$ cat src/rtl/mem_access_unit_pkg.sv
// Shared encodings and helpers for the memory-stage access controller.
package mem_access_unit_pkg;

  localparam int WORD = 64;

  typedef enum logic [1:0] {
    MEM_B = 2'b00,
    MEM_H = 2'b01,
    MEM_W = 2'b10,
    MEM_D = 2'b11
  } mem_size_t;

  typedef enum logic [1:0] {
    MA_IDLE = 2'b00,
    MA_REQ  = 2'b01,
    MA_WAIT = 2'b10,
    MA_DONE = 2'b11
  } ma_state_t;

  function automatic logic misaligned(input mem_size_t size, input logic [2:0] lane);
    case (size)
      MEM_B:   return 1'b0;
      MEM_H:   return lane[0];
      MEM_W:   return |lane[1:0];
      default: return |lane;
    endcase
  endfunction

  function automatic logic [7:0] byte_mask(input mem_size_t size);
    case (size)
      MEM_B:   return 8'h01;
      MEM_H:   return 8'h03;
      MEM_W:   return 8'h0F;
      default: return 8'hFF;
    endcase
  endfunction

endpackage

$ cat src/rtl/mem_access_unit_load_align.sv
// Extracts the addressed lane from a doubleword and sign/zero-extends it.
module load_align
  import mem_access_unit_pkg::*;
(
  input  logic [WORD-1:0] rdata,
  input  logic [2:0]      lane,
  input  logic [1:0]      size,
  input  logic            sign_ext,
  output logic [WORD-1:0] result
);

  logic [WORD-1:0] shifted;

  always_comb begin
    shifted = rdata >> {lane, 3'b000};
    result  = shifted;
    case (mem_size_t'(size))
      MEM_B:   result = {{56{sign_ext & shifted[7]}},  shifted[7:0]};
      MEM_H:   result = {{48{sign_ext & shifted[15]}}, shifted[15:0]};
      MEM_W:   result = {{32{sign_ext & shifted[31]}}, shifted[31:0]};
      default: result = shifted;
    endcase
  end

endmodule

$ cat src/rtl/mem_access_unit.sv
// Memory-stage controller: one load or store per start over a valid/ready
// doubleword bus, with alignment faults and a response timeout.
module mem_access_unit
  import mem_access_unit_pkg::*;
#(
  parameter int SIZE    = WORD,
  parameter int TIMEOUT = 255
) (
  input  logic            clk,
  input  logic            reset,
  input  logic            start,
  input  logic            mem_read,
  input  logic            mem_write,
  input  logic [1:0]      mem_size,
  input  logic            mem_signed,
  input  logic [SIZE-1:0] address,
  input  logic [SIZE-1:0] store_data,
  output logic [SIZE-1:0] read_data,
  output logic            stall,
  output logic            done,
  output logic            fault,
  output logic            bus_req,
  input  logic            bus_ready,
  output logic            bus_we,
  output logic [SIZE-1:0] bus_addr,
  output logic [SIZE-1:0] bus_wdata,
  output logic [7:0]      bus_wstrb,
  input  logic            bus_rvalid,
  input  logic [SIZE-1:0] bus_rdata
);

  localparam int CW = $clog2(TIMEOUT + 1);

  ma_state_t       state;
  logic [CW-1:0]   wait_cnt;
  logic            is_load;
  logic [1:0]      lat_size;
  logic            lat_signed;
  logic [2:0]      lat_lane;
  logic [2:0]      lane;
  logic            req_bad;
  logic [SIZE-1:0] load_value;

  always_comb begin
    lane    = address[2:0];
    req_bad = (mem_read == mem_write) | misaligned(mem_size_t'(mem_size), lane);
  end

  assign stall = ((state == MA_IDLE) && start) || (state == MA_REQ) || (state == MA_WAIT);

  load_align u_load_align (
    .rdata    (bus_rdata),
    .lane     (lat_lane),
    .size     (lat_size),
    .sign_ext (lat_signed),
    .result   (load_value)
  );

  always_ff @(posedge clk) begin
    if (reset) begin
      state      <= MA_IDLE;
      read_data  <= '0;
      done       <= 1'b0;
      fault      <= 1'b0;
      bus_req    <= 1'b0;
      bus_we     <= 1'b0;
      bus_addr   <= '0;
      bus_wdata  <= '0;
      bus_wstrb  <= '0;
      wait_cnt   <= '0;
      is_load    <= 1'b0;
      lat_size   <= '0;
      lat_signed <= 1'b0;
      lat_lane   <= '0;
    end else begin
      case (state)
        MA_IDLE: begin
          if (start) begin
            if (req_bad) begin
              fault <= 1'b1;
              done  <= 1'b1;
              state <= MA_DONE;
            end else begin
              bus_req    <= 1'b1;
              bus_we     <= mem_write;
              bus_addr   <= {address[SIZE-1:3], 3'b000};
              bus_wdata  <= store_data << {lane, 3'b000};
              bus_wstrb  <= byte_mask(mem_size_t'(mem_size)) << lane;
              is_load    <= mem_read;
              lat_size   <= mem_size;
              lat_signed <= mem_signed;
              lat_lane   <= lane;
              state      <= MA_REQ;
            end
          end
        end
        MA_REQ: begin
          if (bus_ready) begin
            bus_req  <= 1'b0;
            wait_cnt <= '0;
            state    <= MA_WAIT;
          end
        end
        MA_WAIT: begin
          // A response arriving on the final counted cycle still completes normally.
          if (bus_rvalid) begin
            if (is_load) read_data <= load_value;
            done  <= 1'b1;
            state <= MA_DONE;
          end else if (wait_cnt == CW'(TIMEOUT - 1)) begin
            fault <= 1'b1;
            done  <= 1'b1;
            state <= MA_DONE;
          end else begin
            wait_cnt <= wait_cnt + CW'(1);
          end
        end
        MA_DONE: begin
          done  <= 1'b0;
          fault <= 1'b0;
          state <= MA_IDLE;
        end
        default: state <= MA_IDLE;
      endcase
    end
  end

endmodule
$ cat config.mk
export PLATFORM = sky130hd
export DESIGN_NAME = mem_access_unit
export DESIGN_NICKNAME = d
export VERILOG_FILES = /design/src/rtl/mem_access_unit_pkg.sv /design/src/rtl/mem_access_unit_load_align.sv /design/src/rtl/mem_access_unit.sv
export SDC_FILE = /design/constraint.sdc
export NUM_CORES = 1
export LEC_CHECK = 0
export CORE_MARGIN = 5
export CORE_UTILIZATION = 49
export DETAILED_ROUTE_END_ITERATION = 12
export PLACE_DENSITY = 0.9
export SLEW_MARGIN = 20
export SYNTH_ARGS = -nofsm -noshare
export SYNTH_HDL_FRONTEND = slang
export SYNTH_SLANG_ARGS = --single-unit
$ cat constraint.sdc
create_clock -name clk -period 5.1 [get_ports clk]
set_clock_uncertainty 0.2 [all_clocks]
set_input_delay 1.53 -clock clk [delete_from_list [all_inputs] [get_ports clk]]
set_output_delay 1.53 -clock clk [all_outputs]
set_load 0.02 [all_outputs]
==> results of run 1 <==
==> sequential cells by signal (all words and copies together) (netlist names), 2 cells and up <==
name       flops
lat_size       2
bus_wdata     64
bus_addr      61
lat_lane       3
bus_wstrb      8
read_data     64
wait_cnt       8
state          2
==> power groups by stage <==
stage	combinational, W	clock (W)	sequential (W)
after floorplan	0.000558	0	0.00196
after global placement	0.00110	0	0.00189
after detailed placement	0.00113	0	0.00189
after CTS	0.00114	0.00178	0.00186
after global routing	0.00124	0.00185	0.00187
final	0.00116	0.00175	0.00186
==> synthesized netlist by cell type (2+ instances only) <==
cell and count:
o211ai_1 6, a221o_1 8, a31oi_2 9, mux2i_1 84, and2_1 11, a221oi_1 3, a2111oi_0 8, ha_1 7
buf_1 4, a211o_1 2, o22ai_1 2, o211a_1 7, a2bb2oi_1 3, a31oi_1 14, a311oi_1 2, nand2_1 236
buf_6 6, nor2b_1 21, mux4_2 16, dfxtp_1 218, a211oi_1 53, clkinv_1 2, nor3_1 33, buf_4 6
nand3_1 13, a21oi_2 31, nand2b_1 25, o21ai_0 75, inv_1 11, a21oi_1 135, clkbuf_1 89, nor4_1 8
o2111ai_1 4, nand3b_1 8, xor2_1 7, o221ai_1 5, or3_1 3, nor4_4 2, nor3_2 2, nor2_1 105
mux2_2 19, and2_0 5, a32oi_1 14, buf_2 21, and3_1 9
==> metrics by stage <==
step                worst slack [ns]  util [%]  instances  total power, W  hold slack (ns)
floorplan                       1.27         -       1373         0.00252            0.245
finish                         0.219      71.4       2004         0.00477            0.254
global route                   0.174      71.4       2003         0.00495            0.277
global placement               0.264      67.9       1958         0.00299            0.239
detailed placement             0.237      67.9       1958         0.00303            0.248
CTS                            0.225      71.4       2002         0.00478            0.256
==> how the worst max path moves through the flow <==
stage               endpoint   from  depth (start not counted)
floorplan              stall  start                          2
global placement       stall  start                          4
detailed placement     stall  start                          4
CTS                    stall  start                          4
global route           stall  start                          4
finish                 stall  start                          4
==> area by class of cell <==
cell class | instances | area (sq um)
antenna | 2 | 5.00
inverter | 13 | 48.8
clock inverter | 9 | 97.6
clock buffer | 35 | 693
timing repair buffer | 427 | 4240
fill | 1643 | 6480
sequential | 218 | 4370
multi-input combinational | 1015 | 6410
tap | 285 | 357
==> layout by cell type, fill, tap and decap left out, drive strengths merged, types with 23 or more instances in the layout <==
master         count
clkdlybuf4s50    400
nor2             106
buf               27
mux2i             84
o21ai             76
nand2b            25
clkbuf            35
a31oi             23
nor3              36
dfxtp            218
a21oi            166
nand2            236
a211oi            53
==> kinds of logic after synthesis <==
group / Yosys count
xor+xnor: 7
fa+ha+maj: 7
compound gates: 390
mux: 120
flops: 218
simple gates: 488
other cells: 1
buf+inv: 140
==> metal layers <==
metal  part of all wire, %  vias up  global-route usage (%)
li1                      -     5539                       -
met1                    36     5748                    35.4
met5                     0        -                       0
met3                    11      158                    9.97
met4                   5.6        0                    15.2
met2                    47      723                    52.3
==> worst max-delay path, delay by kind of cell <==
kind	cells	cell delay (ns)
buffers and inverters	2	1.00
AND/OR/NAND/NOR	2	0.62
==> flow_summary.ini, run 1 <==
[status]
outcome = completed

[timing]
post-route-min-period_ns = 4.88
post-route-period-util_pct = 95.7
finalHoldViolCount = 0
finalMaxSlewViolations = 0
setup_tns_ns = 0
setup_viol = 0
rsz0062_at_grt = no
tightest_slew_ns = 1.07
slew_headroom_pct = 28.9
max_clock_freq_mhz = 205

[clock_tree]
ctsHoldBuffers = 0
path_clk_slew_ns = 0.06
cts_tree = yes
cts_setup_buffers = 0
numCtsBuffers = 24
root_buffer = clkbuf_16
htree_levels = 1
cts_resized = 0
clk_latency_ns = 0.52
cts.sinks = 218
cts.path.max_buffers = 3

[global_routing]
grt_pass1_vias = 11900
grt_max_degree = 97
antenna_found_initial = 1
grt-ovfl-total = 0
grt_pass1_wl_um = 65800
gr-usage-all-layers_pct = 31.0

[synth]
synth_area_leaders = dfxtp_1 (38%), nand2_1 (7.8%), mux2i_1 (7.4%)
synthXorXnorAreaFrac_pct = 0.540
synth_top_family_by_area = compound AO/OA/AOI/OAI gates
synth_ff_type = dfxtp_1
yosysSeqAreaShare_pct = 38.4
ys_ff_latch = 218
yosys_warnings = 0
synthMuxAreaShare_pct = 12.6
yosys.area_share.simple_pct = 19.5
avgSynthCellArea_sq_um = 8.29
synth_top_area_share_pct = 38.4
synth_cells = 1371
synthArstFlopShare_pct = 0
synth_fa_ha_area_share_pct = 0.771
synth-compound-area-share_pct = 22.7
yosys.area.top_type = dfxtp_1
synth_cell_type_count = 64
synth_edf_count = 0
syn-cell-area_sq_mm = 0.0114

[min_path]
holdPathStages = 2
min_from = bus_addr[21]
hp-class = register to register
min_to = bus_addr[21]

[drt]
drcViolationCount = 0
ant_nets = 0
viasPerCell = 6.07
drtIter0Drc = 1329
vias = 12200
wire_per_inst_um = 21.8
drt_wl_total_um = 43700
first_pass_iters = 5

[critical_path]
slowest_stage = clkdlybuf4s50_1
ff2ff_path_depth = 5
critPathMostFrequentCell = clkdlybuf4s50_1
path_max_fanout = 4
worst-setup-path-type = primary input to output pin
startpoint_type = primary input
r2r-start = lat_lane[1]
worstReg2RegEnd = read_data[21]
r2r_slack_ns = 1.71
cp.required_ns = 3.37
worstSetupEndpointType = output pin
cp_cell_sequence = clkdlybuf4s50_1 > and2_1 > or3_1 > clkdlybuf4s50_1
slowest_delay_ns = 0.56
crit_arrival_ns = 3.15

[layout]
nets = 1908
stdcell_area_sq_mm = 0.0162
drive_gt1_share_pct = 9.09
synthToLayoutAreaGrowth_pct = 42.8

[die]
die_y_um = 162
die_x_um = 162
die-area_sq_mm = 0.0263
start_util_pct = 50.0
rows = 55
ios = 407
core_sq_mm = 0.0227

[flow_run]
maxCapViolations = 0

[pwr]
comb_power_share_pct = 24.3
swShare_pct = 29.7
p_leak_nw = 5.66
power_switching_w = 0.00142
power_frac_seq_pct = 39.0
peakVddDrop_mv = 0.251
pwr-share-clk_pct = 36.7
power_density_mw_per_mm2 = 294
intPower_w = 0.00335

[placed_design]
postPlaceCellArea_sq_mm = 0.0154
hpwl_um = 31400
place_congestion = 0.928
place.port_buffers = 403
Power figures use the tool's default switching activity.
==> run 2, diff against run 1 <==
--- a/config.mk
+++ b/config.mk
@@ -13,3 +13,4 @@
 export SYNTH_ARGS = -nofsm -noshare
 export SYNTH_HDL_FRONTEND = slang
 export SYNTH_SLANG_ARGS = --single-unit
+export TNS_END_PERCENT = 30
==> results of run 2 <==
No change in the layout: final DEF, timing and power equal those of run 1.
==> run 3, diff against run 2 <==
--- a/config.mk
+++ b/config.mk
@@ -5,6 +5,7 @@
 export SDC_FILE = /design/constraint.sdc
 export NUM_CORES = 1
 export LEC_CHECK = 0
+export ABC_AREA = 0
 export CORE_MARGIN = 5
 export CORE_UTILIZATION = 49
 export DETAILED_ROUTE_END_ITERATION = 12
==> results of run 3 <==
No change in the layout: final DEF, timing and power equal those of run 1.
==> variant: new RTL, config.mk and constraints of run 1 <==
Make the reset (`reset`) asynchronous in one clocked block.
--- a/src/rtl/mem_access_unit.sv
+++ b/src/rtl/mem_access_unit.sv
@@ -56,7 +56,7 @@
     .result   (load_value)
   );
 
-  always_ff @(posedge clk) begin
+  always_ff @(posedge clk or posedge reset) begin
     if (reset) begin
       state      <= MA_IDLE;
       read_data  <= '0;
Check against the original RTL: differs if reset is asserted again (counterexample within 4 cycles, from zero or initial values and one cycle with reset high); with reset held inactive, the same outputs for 4 cycles.
==> variant against run 1 <==
  * Synthesized cell count is 17% lower
  * Final area is 5.9% higher
  * Worst setup slack gained 210 ps
  * Sequential cell count unchanged
  * Wire length grew 0.19%
  * Synthesized area up 6.9%
  * Via count is 8.7% lower
  * First-iteration DRC count is 1.2% higher
Power is not compared: it rests on default switching activity, and its combinational part moved more than twofold at a synthesized area within 25%.
==> variant: results (changes against run 1) <==
* Metal-1 WL at 15400 um (-2.6%)
* Reg2reg end: read_data[10]$_DFFE_PP0P_
* Hold endpoint: bus_wdata[25]$_DFFE_PP0P_
* Largest net degree at the start of global routing at 183 (+89%)
* Hpwl dp at 32000 um (+1.7%)
* Global routing met1 resource utilization at 36.1% (+0.73 points)
* TritonCTS Buffers at 26 (+8.3%)
* Hold slack at 273 ps (+19.0 ps)
* Worst reg2reg setup slack at 2120 ps (+410 ps)
* Min-delay src: bus_wdata[25]$_DFFE_PP0P_
* Mux share of post-synthesis cell area at 23.7% (+11 points)
* Area contributors post-synth: dfrtp_1 45%, mux4_2 9.3%, mux2i_1 5.0%
* M2 GR Usage at 51.3% (-1.0 points)
* Reg-to-reg startpoint: lat_lane[2]$_DFFE_PP0P_
* Final net count at 1705 (-11%)
* Critical path data arrival time at 2940 ps (-210 ps)
* Ratio of cells with drive above 1 in the final layout at 13.9% (+4.8 points)
* Status: complete, no violations
* Worst R2R Path Depth at 6 (+1)
* Vias post-DR at 11100 (-8.7%)
* Post-synth ARST share at 100% (+100 points)
* First-pass GRT wire length at 67000 um (+1.8%)
* Met2 WL at 21500 um (+4.0%)
* Filler Cells Inserted at 1705 (+3.8%)
* GP Congestion at 0.992 (+6.9%)
* Synth Area in Compound Gates at 15.9% (-6.9 points)
* Count of different cell masters after synthesis at 56 (-13%)
* Met3 Wirelength at 4480 um (-6.5%)
* Post-synth top cells: 218 x dfrtp_1, 127 x nand2_1, 119 x a21oi_1
* Drt first pass iters at 6 (+1)
-- variant: cell types whose count changed after synthesis, sizes merged, moves of 40 or more --
| cell | delta |
|---|---|
| a211oi | -40 |
| dfxtp | -218 |
| a21oi | -47 |
| mux2 | +70 |
| dfrtp | +218 |
| nand2 | -109 |
| clkbuf | -48 |
-- variant: cell families (layout without fill, tap and decap cells) --
kind of cell               count (synthesis)  count (layout)
and+or+nand+nor                          288             288
adders and majority gates                  7               7
xor gates and xnor gates                   5               5
muxes                                    201             201
other                                      1               5
buffers and inverters                    111             482
DFF                                      218             218
AOI/OAI and AO/OA                        311             311
-- variant: through the flow --
stage                     worst slack [ps]  instances  instance area, um2  total power, W
after global placement                 445       1792               16300         0.00820
after global routing                   362       1841               17200          0.0108
final                                  426       1841               17200          0.0103
after CTS                              435       1839               17200          0.0103
after floorplan                        530       1144               12200         0.00597
after detailed placement               435       1792               16300         0.00836
-- variant: final cells by class --
type                    count  area share (%)
multi-input cells         815            36.0
flip-flops and latches    218            31.8
repair buffers            424            24.6
clock buffers              38            4.29
well taps                 324            2.36
clock inverters             9           0.590
inverters                  11           0.262
diodes                      2          0.0291
-- variant: power groups by stage --
stage	clock, W	combinational (W)	sequential (W)
6_report	0.00184	0.00524	0.00318
5_1_grt	0.00195	0.00553	0.00327
4_1_cts	0.00187	0.00523	0.00316
3_5_place_dp	0	0.00520	0.00316
3_3_place_gp	0	0.00507	0.00313
2_1_floorplan	0	0.00214	0.00382
-- variant: worst max-delay path: stages --
cell and delay (ps):
clkdlybuf4s50_1 540, a211o_1 340, clkdlybuf4s50_1 530
